===== src/rtl/multi_button_debouncer_pkg.sv =====
// Shared constants for the push-button debouncer: board timing, button
// indices and the per-channel auto-repeat state encoding.
package multi_button_debouncer_pkg;

    localparam int CLK_FREQ_HZ          = 100_000_000;
    localparam int DEBOUNCE_MS          = 10;
    localparam int STABLE_COUNT_DEFAULT = (CLK_FREQ_HZ / 1000) * DEBOUNCE_MS;

    // Nexys A7 button positions within button_in
    localparam int BTN_U = 0;
    localparam int BTN_D = 1;
    localparam int BTN_L = 2;
    localparam int BTN_R = 3;
    localparam int BTN_C = 4;

    typedef enum logic [1:0] {
        IDLE       = 2'd0,
        WAIT_DELAY = 2'd1,
        REPEAT     = 2'd2
    } repeat_state_t;

endpackage


===== src/rtl/multi_button_debouncer_channel.sv =====
// One debounce channel: synchroniser, stability counter, registered
// press/release pulses and an optional auto-repeat state machine.
module debounce_channel
    import multi_button_debouncer_pkg::*;
#(
    parameter int SYNC_STAGES   = 2,
    parameter int STABLE_COUNT  = STABLE_COUNT_DEFAULT,
    parameter int REPEAT_EN     = 0,
    parameter int REPEAT_DELAY  = 50_000_000,
    parameter int REPEAT_PERIOD = 10_000_000,
    parameter int CNT_W         = 26
) (
    input  logic clk,
    input  logic reset,
    input  logic button_in,
    output logic button_out,
    output logic button_press,
    output logic button_release
);

    localparam logic [CNT_W-1:0] STABLE_LAST = CNT_W'(STABLE_COUNT - 1);
    localparam logic [CNT_W-1:0] DELAY_LAST  = CNT_W'(REPEAT_DELAY - 1);
    localparam logic [CNT_W-1:0] PERIOD_LAST = CNT_W'(REPEAT_PERIOD - 1);

    logic [SYNC_STAGES-1:0] sync_reg;
    logic [CNT_W-1:0]       db_cnt_reg;
    logic                   level_reg;
    logic                   press_reg;
    logic                   release_reg;
    logic                   s;
    logic                   flip;
    logic                   rise;
    logic                   fall;

    repeat_state_t          state_reg;
    repeat_state_t          state_next;
    logic [CNT_W-1:0]       rep_cnt_reg;
    logic [CNT_W-1:0]       rep_cnt_next;
    logic                   repeat_fire;
    logic                   press_next;
    logic                   release_next;

    assign s    = sync_reg[SYNC_STAGES-1];
    assign flip = (s != level_reg) && (db_cnt_reg == STABLE_LAST);
    assign rise = flip && s;
    assign fall = flip && !s;

    always_ff @(posedge clk or negedge reset) begin
        if (!reset) begin
            sync_reg <= '0;
        end else begin
            sync_reg <= {sync_reg[SYNC_STAGES-2:0], button_in};
        end
    end

    // Any cycle agreeing with the current level restarts the stability window
    always_ff @(posedge clk or negedge reset) begin
        if (!reset) begin
            db_cnt_reg <= '0;
            level_reg  <= 1'b0;
        end else if (s == level_reg) begin
            db_cnt_reg <= '0;
        end else if (flip) begin
            level_reg  <= s;
            db_cnt_reg <= '0;
        end else begin
            db_cnt_reg <= db_cnt_reg + 1'b1;
        end
    end

    always_ff @(posedge clk or negedge reset) begin
        if (!reset) begin
            state_reg   <= IDLE;
            rep_cnt_reg <= '0;
        end else begin
            state_reg   <= state_next;
            rep_cnt_reg <= rep_cnt_next;
        end
    end

    // The press phase is folded into the IDLE->WAIT_DELAY transition.
    always_comb begin
        state_next   = state_reg;
        rep_cnt_next = rep_cnt_reg;
        if (REPEAT_EN == 0) begin
            state_next   = IDLE;
            rep_cnt_next = '0;
        end else if (fall) begin
            state_next   = IDLE;
            rep_cnt_next = '0;
        end else begin
            case (state_reg)
                IDLE: begin
                    rep_cnt_next = '0;
                    if (rise) begin
                        state_next = WAIT_DELAY;
                    end
                end
                WAIT_DELAY: begin
                    if (rep_cnt_reg == DELAY_LAST) begin
                        state_next   = REPEAT;
                        rep_cnt_next = '0;
                    end else begin
                        rep_cnt_next = rep_cnt_reg + 1'b1;
                    end
                end
                REPEAT: begin
                    if (rep_cnt_reg == PERIOD_LAST) begin
                        rep_cnt_next = '0;
                    end else begin
                        rep_cnt_next = rep_cnt_reg + 1'b1;
                    end
                end
                default: begin
                    state_next   = IDLE;
                    rep_cnt_next = '0;
                end
            endcase
        end
    end

    // A debounced fall suppresses any repeat pulse due in the same cycle
    always_comb begin
        repeat_fire = 1'b0;
        if ((REPEAT_EN != 0) && !fall) begin
            case (state_reg)
                WAIT_DELAY: repeat_fire = (rep_cnt_reg == DELAY_LAST);
                REPEAT:     repeat_fire = (rep_cnt_reg == PERIOD_LAST);
                default:    repeat_fire = 1'b0;
            endcase
        end
        press_next   = rise || repeat_fire;
        release_next = fall;
    end

    always_ff @(posedge clk or negedge reset) begin
        if (!reset) begin
            press_reg   <= 1'b0;
            release_reg <= 1'b0;
        end else begin
            press_reg   <= press_next;
            release_reg <= release_next;
        end
    end

    assign button_out     = level_reg;
    assign button_press   = press_reg;
    assign button_release = release_reg;

endmodule


===== src/rtl/multi_button_debouncer.sv =====
// N independent button debounce channels with press/release pulses and
// optional auto-repeat.
module multi_button_debouncer
    import multi_button_debouncer_pkg::*;
#(
    parameter int NUM_BTNS      = 5,
    parameter int SYNC_STAGES   = 2,
    parameter int STABLE_COUNT  = STABLE_COUNT_DEFAULT,
    parameter int REPEAT_EN     = 0,
    parameter int REPEAT_DELAY  = 50_000_000,
    parameter int REPEAT_PERIOD = 10_000_000,
    parameter int CNT_W         = 26
) (
    input  logic                clk,
    input  logic                reset,
    input  logic [NUM_BTNS-1:0] button_in,
    output logic [NUM_BTNS-1:0] button_out,
    output logic [NUM_BTNS-1:0] button_press,
    output logic [NUM_BTNS-1:0] button_release
);

    generate
        for (genvar gi = 0; gi < NUM_BTNS; gi++) begin : g_chan
            debounce_channel #(
                .SYNC_STAGES  (SYNC_STAGES),
                .STABLE_COUNT (STABLE_COUNT),
                .REPEAT_EN    (REPEAT_EN),
                .REPEAT_DELAY (REPEAT_DELAY),
                .REPEAT_PERIOD(REPEAT_PERIOD),
                .CNT_W        (CNT_W)
            ) u_chan (
                .clk           (clk),
                .reset         (reset),
                .button_in     (button_in[gi]),
                .button_out    (button_out[gi]),
                .button_press  (button_press[gi]),
                .button_release(button_release[gi])
            );
        end
    endgenerate

endmodule


===== config.mk =====
export PLATFORM = sky130hd
export DESIGN_NAME = multi_button_debouncer
export DESIGN_NICKNAME = d
export VERILOG_FILES = /design/src/rtl/multi_button_debouncer_pkg.sv /design/src/rtl/multi_button_debouncer_channel.sv /design/src/rtl/multi_button_debouncer.sv
export SDC_FILE = /design/constraint.sdc
export NUM_CORES = 1
export LEC_CHECK = 0
export BUFFER_PORTS_ARGS = -buffer_cell sky130_fd_sc_hd__clkbuf_2
export CAP_MARGIN = 20
export CORE_MARGIN = 1.5
export CORE_UTILIZATION = 62
export CTS_CLUSTER_SIZE = 10
export DETAILED_ROUTE_END_ITERATION = 7
export PLACE_DENSITY = 0.82
export SLEW_MARGIN = 20
export SYNTH_ARGS = -nofsm -noshare
export SYNTH_HDL_FRONTEND = slang
export SYNTH_HIERARCHICAL = 1
export SYNTH_SLANG_ARGS = --single-unit

===== constraint.sdc =====
create_clock -name clk -period 2.3 [get_ports clk]
set_input_delay 0.115 -clock clk [delete_from_list [all_inputs] [get_ports clk]]
set_output_delay 0.115 -clock clk [all_outputs]
set_load 0.05 [all_outputs]

* Word level (Yosys, flattened, before mapping)
Index checks and enable logic that the tools add are counted.
** Operators by class
- Reductions and logical operators :: 25
- Add/sub/neg operators :: 5
- Bitwise operators :: 5
- Equal/unequal tests :: 15
- Multiplexer cells :: 10
** Operator list (count)
- $mux W26 :: 10
- $add A26 B1 Y26 const B :: 5
- $eq A26 B20 Y1 const B :: 5
- $logic_and A1 B1 Y1 :: 15
- $reduce_and A2 Y1 :: 5
- $eq A1 B1 Y1 :: 5
- $logic_not A1 Y1 :: 5
- $ne A1 B1 Y1 :: 5
- $not A1 Y1 :: 5
** Word-level totals
- Logic and storage cells :: 85
- Register bits :: 155

* Longest topological paths before layout
Gate-level depths: netlist of run 1.
- Depth after elaboration :: 4
- Depth in mapped cells :: 6

* Hierarchy
Netlist of run 1, hierarchy kept.
** By module, submodules not included
- debounce_channel :: seq. area each 775.7 um2, area each 1549.0 um2, times used 5, cells an instance 147

* Worst setup path before layout of run 1
OpenSTA, ideal clock, no wires.
- Kind :: flip-flop to flip-flop
- From :: register g_chan[0].u_chan.db_cnt_reg[15]
- To :: register g_chan[0].u_chan.level_reg
- Setup time :: 0.125 ns
- Cell stages (with the launch flop) :: 5
- Setup slack :: 0.596 ns
- Arrival :: 1.579 ns
- Buffers on the path :: 0
- Data required time :: 2.175 ns
- Cell sequence :: dfrtp_1 -> nor4b_1 -> nand4_1 -> or3_4 -> mux2_4
** Between the ends
- Longest elaborated chain between the ends :: 3
** RTL lines
- start: declaration :: RTL line multi_button_debouncer_channel.sv:26 : logic [CNT_W-1:0] db_cnt_reg;
- start signal: assignment :: RTL line multi_button_debouncer_channel.sv:67 : db_cnt_reg <= db_cnt_reg + 1'b1;
- $eq A26 B20 Y1 :: RTL line multi_button_debouncer_channel.sv:44 : assign flip = (s != level_reg) && (db_cnt_reg == STABLE_LAST);
- $logic_and A1 B1 Y1 :: RTL line multi_button_debouncer_channel.sv:44
- $reduce_and A2 Y1 (no line)
- end signal: assignment :: RTL line multi_button_debouncer_channel.sv:64 : level_reg <= s;
- end: declaration :: RTL line multi_button_debouncer_channel.sv:27 : logic level_reg;
No other way between the ends.
A chain may end at the register's enable or synchronous reset.

* Worst setup path in the final report of run 1
- From :: register g_chan[3].u_chan.db_cnt_reg[2]
- To :: register g_chan[3].u_chan.db_cnt_reg[25]
** Between the ends
- Longest elaborated chain between the ends :: 4
** RTL lines
- start: declaration :: RTL line multi_button_debouncer_channel.sv:26
- start signal: assignment :: RTL line multi_button_debouncer_channel.sv:67
- parallel branches: the longest is 2 deep, another holds $add A26 B1 Y26
- $mux W26 (*) :: RTL line multi_button_debouncer_channel.sv:63 : end else if (flip) begin
- $mux W26 (*) :: RTL line multi_button_debouncer_channel.sv:61 : end else if (s == level_reg) begin
Mark *: on every way between the ends.

==> results of run 1 <==
[layout make-up]
class	instances	area [sq um]	area share
Timing Repair Buffer	40	307	0.0352
Multi-Input combinational cell	550	3670	0.420
Clock inverter	11	139	0.0159
Clock buffer	21	480	0.0551
Inverter	10	37.5	0.00431
Tap cell	168	210	0.0241
Sequential cell	155	3880	0.445
[worst max-delay path, stage by stage (launching register included)]
cell	delay, ns
dfrtp_1	0.45
and4_1	0.47
nand4_4	0.25
or4_1	0.59
a21oi_1	0.15
[logic make-up (layout without fill, tap and decap cells)]
kind of cell | count (synthesis) | count (layout)
simple gates | 350 | 350
compound gates | 115 | 115
buf+inv | 30 | 82
mux | 5 | 5
flops | 155 | 155
xor+xnor | 70 | 70
fa+ha+maj | 10 | 10
[cell usage in the layout, fill, tap and decap left out, types with 35 or more instances in the layout]
cell     netlist  layout
nand4_1       40      40
nor2_1        70      70
a21oi_1       55      55
o21ai_0       35      35
nand2_1       35      35
xor2_1        50      50
or3_1         35      35
nand3_1       45      45
dfrtp_1      155     155
[layer usage]
metal	wire, um	up-vias
li1	-	2797
met1	6790	2933
met2	7890	139
met3	530	30
met4	267	0
met5	0	-
[power breakdown]
group          internal, W  total, W  switching, W
Clock              0.00181   0.00288       0.00106
Sequential         0.00276   0.00279     0.0000326
Combinational    0.0000702  0.000202      0.000132
[path summary, 6_finish.rpt]
check / end / slack, ns / cells after the start
hold reg to reg: g_chan[3].u_chan/sync_reg[1] / 0.35 / 0
max in group asynchronous: g_chan[1].u_chan/db_cnt_reg[15] / 1.33 / 3
hold / removal: g_chan[4].u_chan/db_cnt_reg[25] / 0.26 / 2
setup / recovery: g_chan[3].u_chan/db_cnt_reg[25] / 0.31 / 4
setup reg to reg: g_chan[3].u_chan/db_cnt_reg[25] / 0.31 / 4
min in group clk: g_chan[3].u_chan/sync_reg[0] / 0.33 / 2
[per-stage QoR]
step                      utilization  area (sq um)  total power [W]
final                           0.720          8720          0.00587
after global routing            0.720          8720          0.00607
after CTS                       0.720          8720          0.00594
after detailed placement        0.664          8040          0.00303
after global placement          0.664          8040          0.00302
after floorplan                     -          7740          0.00292
==> impl_results.md, run 1 <==
- Vias in the first global route: 5,781
- DP HPWL: 10,200 um
- IO Port Bufs: 21
- Antenna diode count: 0
- Largest net degree at the start of global routing: 71
- Ports: 22
- Syn nets: 752
- Crit path max fanout: 13
- Commonest cells post-synth: 155 x dfrtp_1, 70 x nor2_1, 55 x a21oi_1
- Synth unique cells: 30
- Clk_lat worst skew: 0.43 ns
- CTS Hold Buffers Added: 6
- Setup WS post-layout: 0.305 ns
- Core Area: 0.0121 sq mm
- Filler Cells Inserted: 856
- CTS Buf Count: 17
- Share of the yosys chip area belonging to registers: 0.501
- Worst Hold Class: input pin to async pin
- Cell Area, Synth: 0.00774 sq mm
- P_leak: 3.65 nW
- Top post-synthesis cells by area: dfrtp_1 50%, xor2_1 5.7%, a21oi_1 3.6%, nor2_1 3.4%, nand4_1 3.2%
- Maxcap violations: 0
- First-pass DRT Iterations: 5
- Nets: 791
- Share of layout cells above drive strength 1: 0.147
- Setup Total Neg Slack: 0 ns
- Worst path required time: 2.65 ns
- Post-CTS Setup Repair Bufs: 0
- Top FF cell, synth: dfrtp_1
- Max_slew headroom: 0.582
- Worst setup SP type: flip-flop
- GR peak layer: met2
- R2r startpoint: g_chan[3].u_chan/db_cnt_reg[2]
- Setup WS pre-CTS: 0.357 ns
- Compound-cell area share of the yosys netlist: 0.0913
- Fmax: 501 MHz
- Routed WL per cell: 16.2 um
- Final antenna-violating net count: 0
- Vias per Instance: 6.18
- Slew @ Worst Pin: 0.627 ns
- Clk slew on worst S/H paths: 0.06 ns
- Starting density of the core: 0.639
- DRC: 0
- Clock buffer depth: 2
- Crit end category: flip-flop
- Fin. Hold Viols: 0
- CTS tree: yes
- Max reg flops: 130
- Synth Area in Simple Gates: 0.277
- Gr usage total: 0.254
- Synthesis-to-finish area growth: 12.6%
- Final Max Tran Viols: 0
- Full die area: 0.0132 sq mm
- Row cnt: 40
- Global routing usage on met3: 0.0596
- EDFF count, synth: 0
- Routability Congestion: 0.864
- Post-synth top area share: 0.501
- Critical path class: flip-flop to flip-flop
- Syn_area_per_cell: 10.5 sq um
- Met1 GRT Util: 0.325
- Tmin final: 1.99 ns
- Resized Gates After CTS: 0
- Detailed-route wire length: 15,500 um
- Cells after DPL: 917
- Flops & latches, synth: 155
- Adder-cell share of the synthesized area: 0.0162
- Vias: 5,899
- Synth Area in XOR/XNOR: 0.0792
- Clock root buffer: clkbuf_16
- WHS: 0.263 ns
- Crit path DAT: 2.35 ns
- Period utilisation layout: 0.867
- Post-route insts no fill: 955
- Fraction of synthesized area in multiplexers: 0.00969
- CP Launch Point: g_chan[3].u_chan/db_cnt_reg[2]
- Die Wd: 115 um
- First-pass GRT wire length: 26,600 um
- Ys async rst share: 1.00
- Synth Instances: 735
- Grt ovf: 0
- Ys Warns: 6
- RSZ-0062 raised after global routing: no
- VDD IR max: 0.918 mV
- CTS Sinks: 155
- Antenna violations before repair: 0
- Die Ht: 115 um
- Cell taking the most area after synthesis: dfrtp_1
- Grt met2 use: 0.423
- Final Setup Violations: 0
- Largest family of logic cells by synthesized area: simple AND/OR/NAND/NOR gates
- Outcome: finished, final reports clean
- H-tree depth: 4
- Initial DRC count: 386
- Most frequent cell after synthesis: dfrtp_1
- Clk_skew: 0.00615 ns
- Cell Pwr Density: 673 mW/mm^2
Note: power is estimated with default switching activity, not from simulation.
==> inputs of run 2 (changes only) <==
--- a/config.mk
+++ b/config.mk
@@ -7,11 +7,13 @@
 export LEC_CHECK = 0
 export BUFFER_PORTS_ARGS = -buffer_cell sky130_fd_sc_hd__clkbuf_2
 export CAP_MARGIN = 20
+export CELL_PAD_IN_SITES_DETAIL_PLACEMENT = 0
+export CELL_PAD_IN_SITES_GLOBAL_PLACEMENT = 1
 export CORE_MARGIN = 1.5
-export CORE_UTILIZATION = 62
+export CORE_UTILIZATION = 50
 export CTS_CLUSTER_SIZE = 10
 export DETAILED_ROUTE_END_ITERATION = 7
-export PLACE_DENSITY = 0.82
+export PLACE_DENSITY = 0.83
 export SLEW_MARGIN = 20
 export SYNTH_ARGS = -nofsm -noshare
 export SYNTH_HDL_FRONTEND = slang
==> run 2 against run 1 <==
Compared with the run above: final cell count up 2.0%; worst hold slack worse by 0.028 ns; wire length is 1.6% lower; critical endpoint is now g_chan[4].u_chan/button_out.
==> impl_results.md, run 2 (synthesis results as in run 1) <==
- Routed wl met3: 478 um
- Full die area: 0.0162 sq mm
- Synthesis-to-finish area growth: 12.2%
- Outcome: finished, final reports clean
- Clock root buffer: clkbuf_16
- Initial DRC count: 327
- Leading cell type in the layout, fill and taps excluded: dfrtp_1
- Gr usage total: 0.202
- Antenna violations before repair: 0
- Starting density of the core: 0.511
- Fmax: 508 MHz
- Clock buffer depth: 2
- Vias per Instance: 5.91
- H-tree depth: 4
- DP HPWL: 10,300 um
- Die Wd: 127 um
- Worst setup SP type: flip-flop
- RSZ-0062 raised after global routing: no
- Maxcap violations: 0
- Cell Pwr Density: 656 mW/mm^2
- Met1 Routed Length: 7230 um
- Clk_skew: 0.0102 ns
- Ports: 22
- Slew @ Worst Pin: 0.520 ns
- Nets: 791
- Most frequent cells in the layout: 155 x dfrtp_1, 70 x nor2_1, 55 x a21oi_1
- Placed cell areas: 0.00805 sq mm
- CTS tree: yes
- Tmin final: 1.97 ns
- Setup Total Neg Slack: 0 ns
- Max_slew headroom: 0.653
- Post-CTS Setup Repair Bufs: 0
- Share of layout cells above drive strength 1: 0.146
- Critical path class: flip-flop to flip-flop
- First-pass DRT Iterations: 5
- First-pass GRT wire length: 26,700 um
- Clk slew on worst S/H paths: 0.06 ns
- Met2 WL: 7440 um
- Antenna diode count: 0
- Vias in the first global route: 5,590
- Worst path required time: 2.60 ns
- Crit path max fanout: 7
- Max reg flops: 130
- P_leak: 3.62 nW
- Routability Congestion: 0.825
- Clk_lat worst skew: 0.42 ns
- Final antenna-violating net count: 0
- Fin. Hold Viols: 0
- Core Area: 0.0151 sq mm
- Row cnt: 45
- Crit path DAT: 2.27 ns
- Final instance area: 0.00869 sq mm
- Worst Hold Class: input pin to async pin
- Top Metal Used: met4
- Period utilisation layout: 0.856
- Largest net degree at the start of global routing: 61
- Detailed-route wire length: 15,200 um
- CTS Buf Count: 17
- Die Ht: 127 um
- CTS Sinks: 155
- Final core utilization: 0.574
- WHS: 0.236 ns
- DRC: 0
- Crit end category: flip-flop
- Grt ovf: 0
- Vias: 5,760
- Final Setup Violations: 0
- IO Port Bufs: 21
- VDD IR max: 0.564 mV
- Routed WL per cell: 15.6 um
- Final Max Tran Viols: 0
run 2: per-layer routing:
metal	GRT usage	up-vias
met5	0	-
met4	0.0541	0
met3	0.0452	7
met2	0.324	88
met1	0.278	2866
li1	-	2799
run 2: where the power goes:
part           switching (W)  total, W  internal, W
registers          0.0000307   0.00279      0.00276
clock network        0.00107   0.00271      0.00164
logic               0.000132  0.000200    0.0000675
total                0.00123   0.00570      0.00447
run 2: critical path, stage by stage, from the launching register on:
cell and delay [ns]:
dfrtp_1 0.44, nor4_1 0.40, nand4_1 0.25, or3_4 0.46
mux2_4 0.30
run 2: what timing repair did:
action / 4_1_cts / 5_1_grt
hold buffers: 6 / 0
hold endpoints to repair: 57 / 0
resized for setup: 0 / 0
run 2: final timing paths:
path                                                  from  slack (ns)                              end  cells past startpoint
min in group clk                              button_in[1]        0.34     g_chan[1].u_chan/sync_reg[0]                      2
hold / removal                                       reset        0.24  g_chan[4].u_chan/db_cnt_reg[16]                      2
setup reg to reg           g_chan[4].u_chan/db_cnt_reg[20]        0.33      g_chan[4].u_chan/button_out                      4
setup / recovery           g_chan[4].u_chan/db_cnt_reg[20]        0.33      g_chan[4].u_chan/button_out                      4
hold reg to reg               g_chan[0].u_chan/sync_reg[0]        0.36     g_chan[0].u_chan/sync_reg[1]                      0
max in group asynchronous                            reset        1.37  g_chan[3].u_chan/db_cnt_reg[12]                      3
run 2: final cells by class:
cell class	instances	area, sq um
clock buffer	19	453
clock inverter	12	123
fill	1265	6460
inverter	10	37.5
multi-input combinational	550	3670
sequential	155	3880
tap	188	235
timing repair buffer	40	294
run 2: through the flow:
stage / cells / setup WS (ns) / power, W
global route: 974 / 0.148 / 0.00590
finish: 974 / 0.331 / 0.00570
floorplan: 735 / 0.596 / 0.00292
detailed placement: 937 / 0.313 / 0.00303
CTS: 974 / 0.319 / 0.00577
global placement: 937 / 0.323 / 0.00303
==> inputs of run 3 (changes only) <==
--- a/config.mk
+++ b/config.mk
@@ -7,13 +7,12 @@
 export LEC_CHECK = 0
 export BUFFER_PORTS_ARGS = -buffer_cell sky130_fd_sc_hd__clkbuf_2
 export CAP_MARGIN = 20
-export CELL_PAD_IN_SITES_DETAIL_PLACEMENT = 0
-export CELL_PAD_IN_SITES_GLOBAL_PLACEMENT = 1
-export CORE_MARGIN = 1.5
-export CORE_UTILIZATION = 50
+export CELL_PAD_IN_SITES_DETAIL_PLACEMENT = 1
+export CELL_PAD_IN_SITES_GLOBAL_PLACEMENT = 2
+export CORE_UTILIZATION = 32
 export CTS_CLUSTER_SIZE = 10
 export DETAILED_ROUTE_END_ITERATION = 7
-export PLACE_DENSITY = 0.83
+export PLACE_DENSITY = 0.67
 export SLEW_MARGIN = 20
 export SYNTH_ARGS = -nofsm -noshare
 export SYNTH_HDL_FRONTEND = slang
==> run 3 against run 2 <==
Compared with the run above: clock skew is essentially flat; via count grew 2.3%; sequential share of layout area shrank 0.99 points; critical path type unchanged; final cell count grew 14%; clock power grew 4%; non-clock buffer count grew 3; maximum frequency shrank 2.7%; critical endpoint is now g_chan[0].u_chan/db_cnt_reg[11]; worst hold slack lost 0.12 ns; cell area grew 2.3%; wire length grew 19%.
==> impl_results.md, run 3 (synthesis results as in run 1) <==
- Critical path class: flip-flop to flip-flop
- Max_slew headroom: 0.615
- Final Setup Violations: 0
- Crit path max fanout: 10
- Initial DRC count: 225
- First-pass GRT wire length: 31,600 um
- Most frequent cells in the layout: 155 x dfrtp_1, 70 x nor2_1, 55 x a21oi_1
- Ports: 22
- H-tree depth: 4
- DP HPWL: 12,400 um
- Setup WS post-layout: 0.276 ns
- Post-CTS Setup Repair Bufs: 0
- Routed WL per cell: 16.3 um
- Detailed-route wire length: 18,100 um
- Final Max Tran Viols: 0
- Grt ovf: 0
- Worst reg-to-reg path cell count: 5
- RSZ-0062 raised after global routing: no
- Vias in the first global route: 6,323
- Die Ht: 158 um
- Vias per Instance: 5.32
- IO Port Bufs: 21
- Setup WS pre-CTS: 0.257 ns
- Max reg flops: 130
- Clk_lat worst skew: 0.43 ns
- P_leak: 3.64 nW
- VDD IR max: 0.366 mV
- FF-to-FF setup slack: 0.28 ns
- DRC: 0
- Starting density of the core: 0.328
- CTS Buf Count: 17
- Full die area: 0.0248 sq mm
- R2r startpoint: g_chan[0].u_chan/db_cnt_reg[20]
- Gr usage total: 0.161
- Synthesis-to-finish area growth: 14.7%
- Die Wd: 158 um
- Vias: 5,895
- Core Area: 0.0236 sq mm
- Resized Gates After CTS: 0
- CTS Sinks: 155
- Clk_skew: 0.00971 ns
- Row cnt: 56
- CP Launch Point: g_chan[0].u_chan/db_cnt_reg[20]
- Routability Congestion: 0.784
- Cell Pwr Density: 653 mW/mm^2
- Leading cell type in the layout, fill and taps excluded: dfrtp_1
- Maxcap violations: 0
- First-pass DRT Iterations: 4
- Antenna violations before repair: 0
- Crit end category: flip-flop
- Filler Cells Inserted: 2,636
- Outcome: finished, final reports clean
- WHS: 0.113 ns
- Period utilisation layout: 0.880
- Setup Total Neg Slack: 0 ns
- Clock root buffer: clkbuf_16
- Slew @ Worst Pin: 0.577 ns
- Final antenna-violating net count: 0
- Fmax: 494 MHz
- Antenna diode count: 0
- Tmin final: 2.02 ns
- Share of layout cells above drive strength 1: 0.149
- Largest net degree at the start of global routing: 95
- Crit path DAT: 2.34 ns
- Clk slew on worst S/H paths: 0.07 ns
- CTS tree: yes
- Worst setup SP type: flip-flop
- Clock buffer depth: 2
- Worst path required time: 2.61 ns
- Worst Hold Class: input pin to async pin
- Nets: 794
- Fin. Hold Viols: 0
-- run 3: path summary, 6_finish.rpt --
path,end
min reg2reg,g_chan[1].u_chan/sync_reg[1]
min in group clk,g_chan[1].u_chan/sync_reg[0]
max in group asynchronous,g_chan[3].u_chan/db_cnt_reg[12]
max,g_chan[0].u_chan/db_cnt_reg[11]
max reg2reg,g_chan[0].u_chan/db_cnt_reg[11]
min,g_chan[4].u_chan/sync_reg[1]
-- run 3: what timing repair did --
item                       4_1_cts  5_1_grt
setup endpoints to repair        0        0
hold buffers                     6        0
hold endpoints to repair       132        0
-- run 3: worst max-delay path, cell delays in order, from the launching register on --
cell	delay, ns
dfrtp_1	0.44
nor4_1	0.36
nand4_1	0.28
o31ai_4	0.50
buf_4	0.26
nor2_1	0.07
-- run 3: cell type report --
cell class | instances | area (sq um) | share of cell area
Clock buffer | 20 | 457 | 0.0514
Tap cell | 319 | 399 | 0.0449
Timing Repair Buffer | 43 | 317 | 0.0356
Sequential cell | 155 | 3880 | 0.437
Multi-Input combinational cell | 550 | 3670 | 0.413
Inverter | 10 | 37.5 | 0.00423
Clock inverter | 12 | 129 | 0.0145
-- run 3: where the power goes --
group          switching (W)  internal (W)
Clock                0.00123       0.00158
Sequential         0.0000316       0.00276
Combinational       0.000138     0.0000693
Total                0.00140       0.00440
-- run 3: through the flow --
stage / instance area (sq um) / instances / utilization / total power [W]
final: 8880 / 1109 / 0.376 / 0.00580
after global routing: 8880 / 1109 / 0.376 / 0.00604
after CTS: 8880 / 1109 / 0.376 / 0.00591
after detailed placement: 8240 / 1071 / 0.349 / 0.00305
after global placement: 8240 / 1071 / 0.349 / 0.00304
after floorplan: 7740 / 735 / - / 0.00292
-- run 3: metal layers --
layer,share of wire,global-route usage,vias to the layer above
met5,0,0,-
met4,0.016,0.0564,0
met3,0.019,0.0318,24
met2,0.51,0.279,45
met1,0.46,0.198,3023
li1,-,-,2803
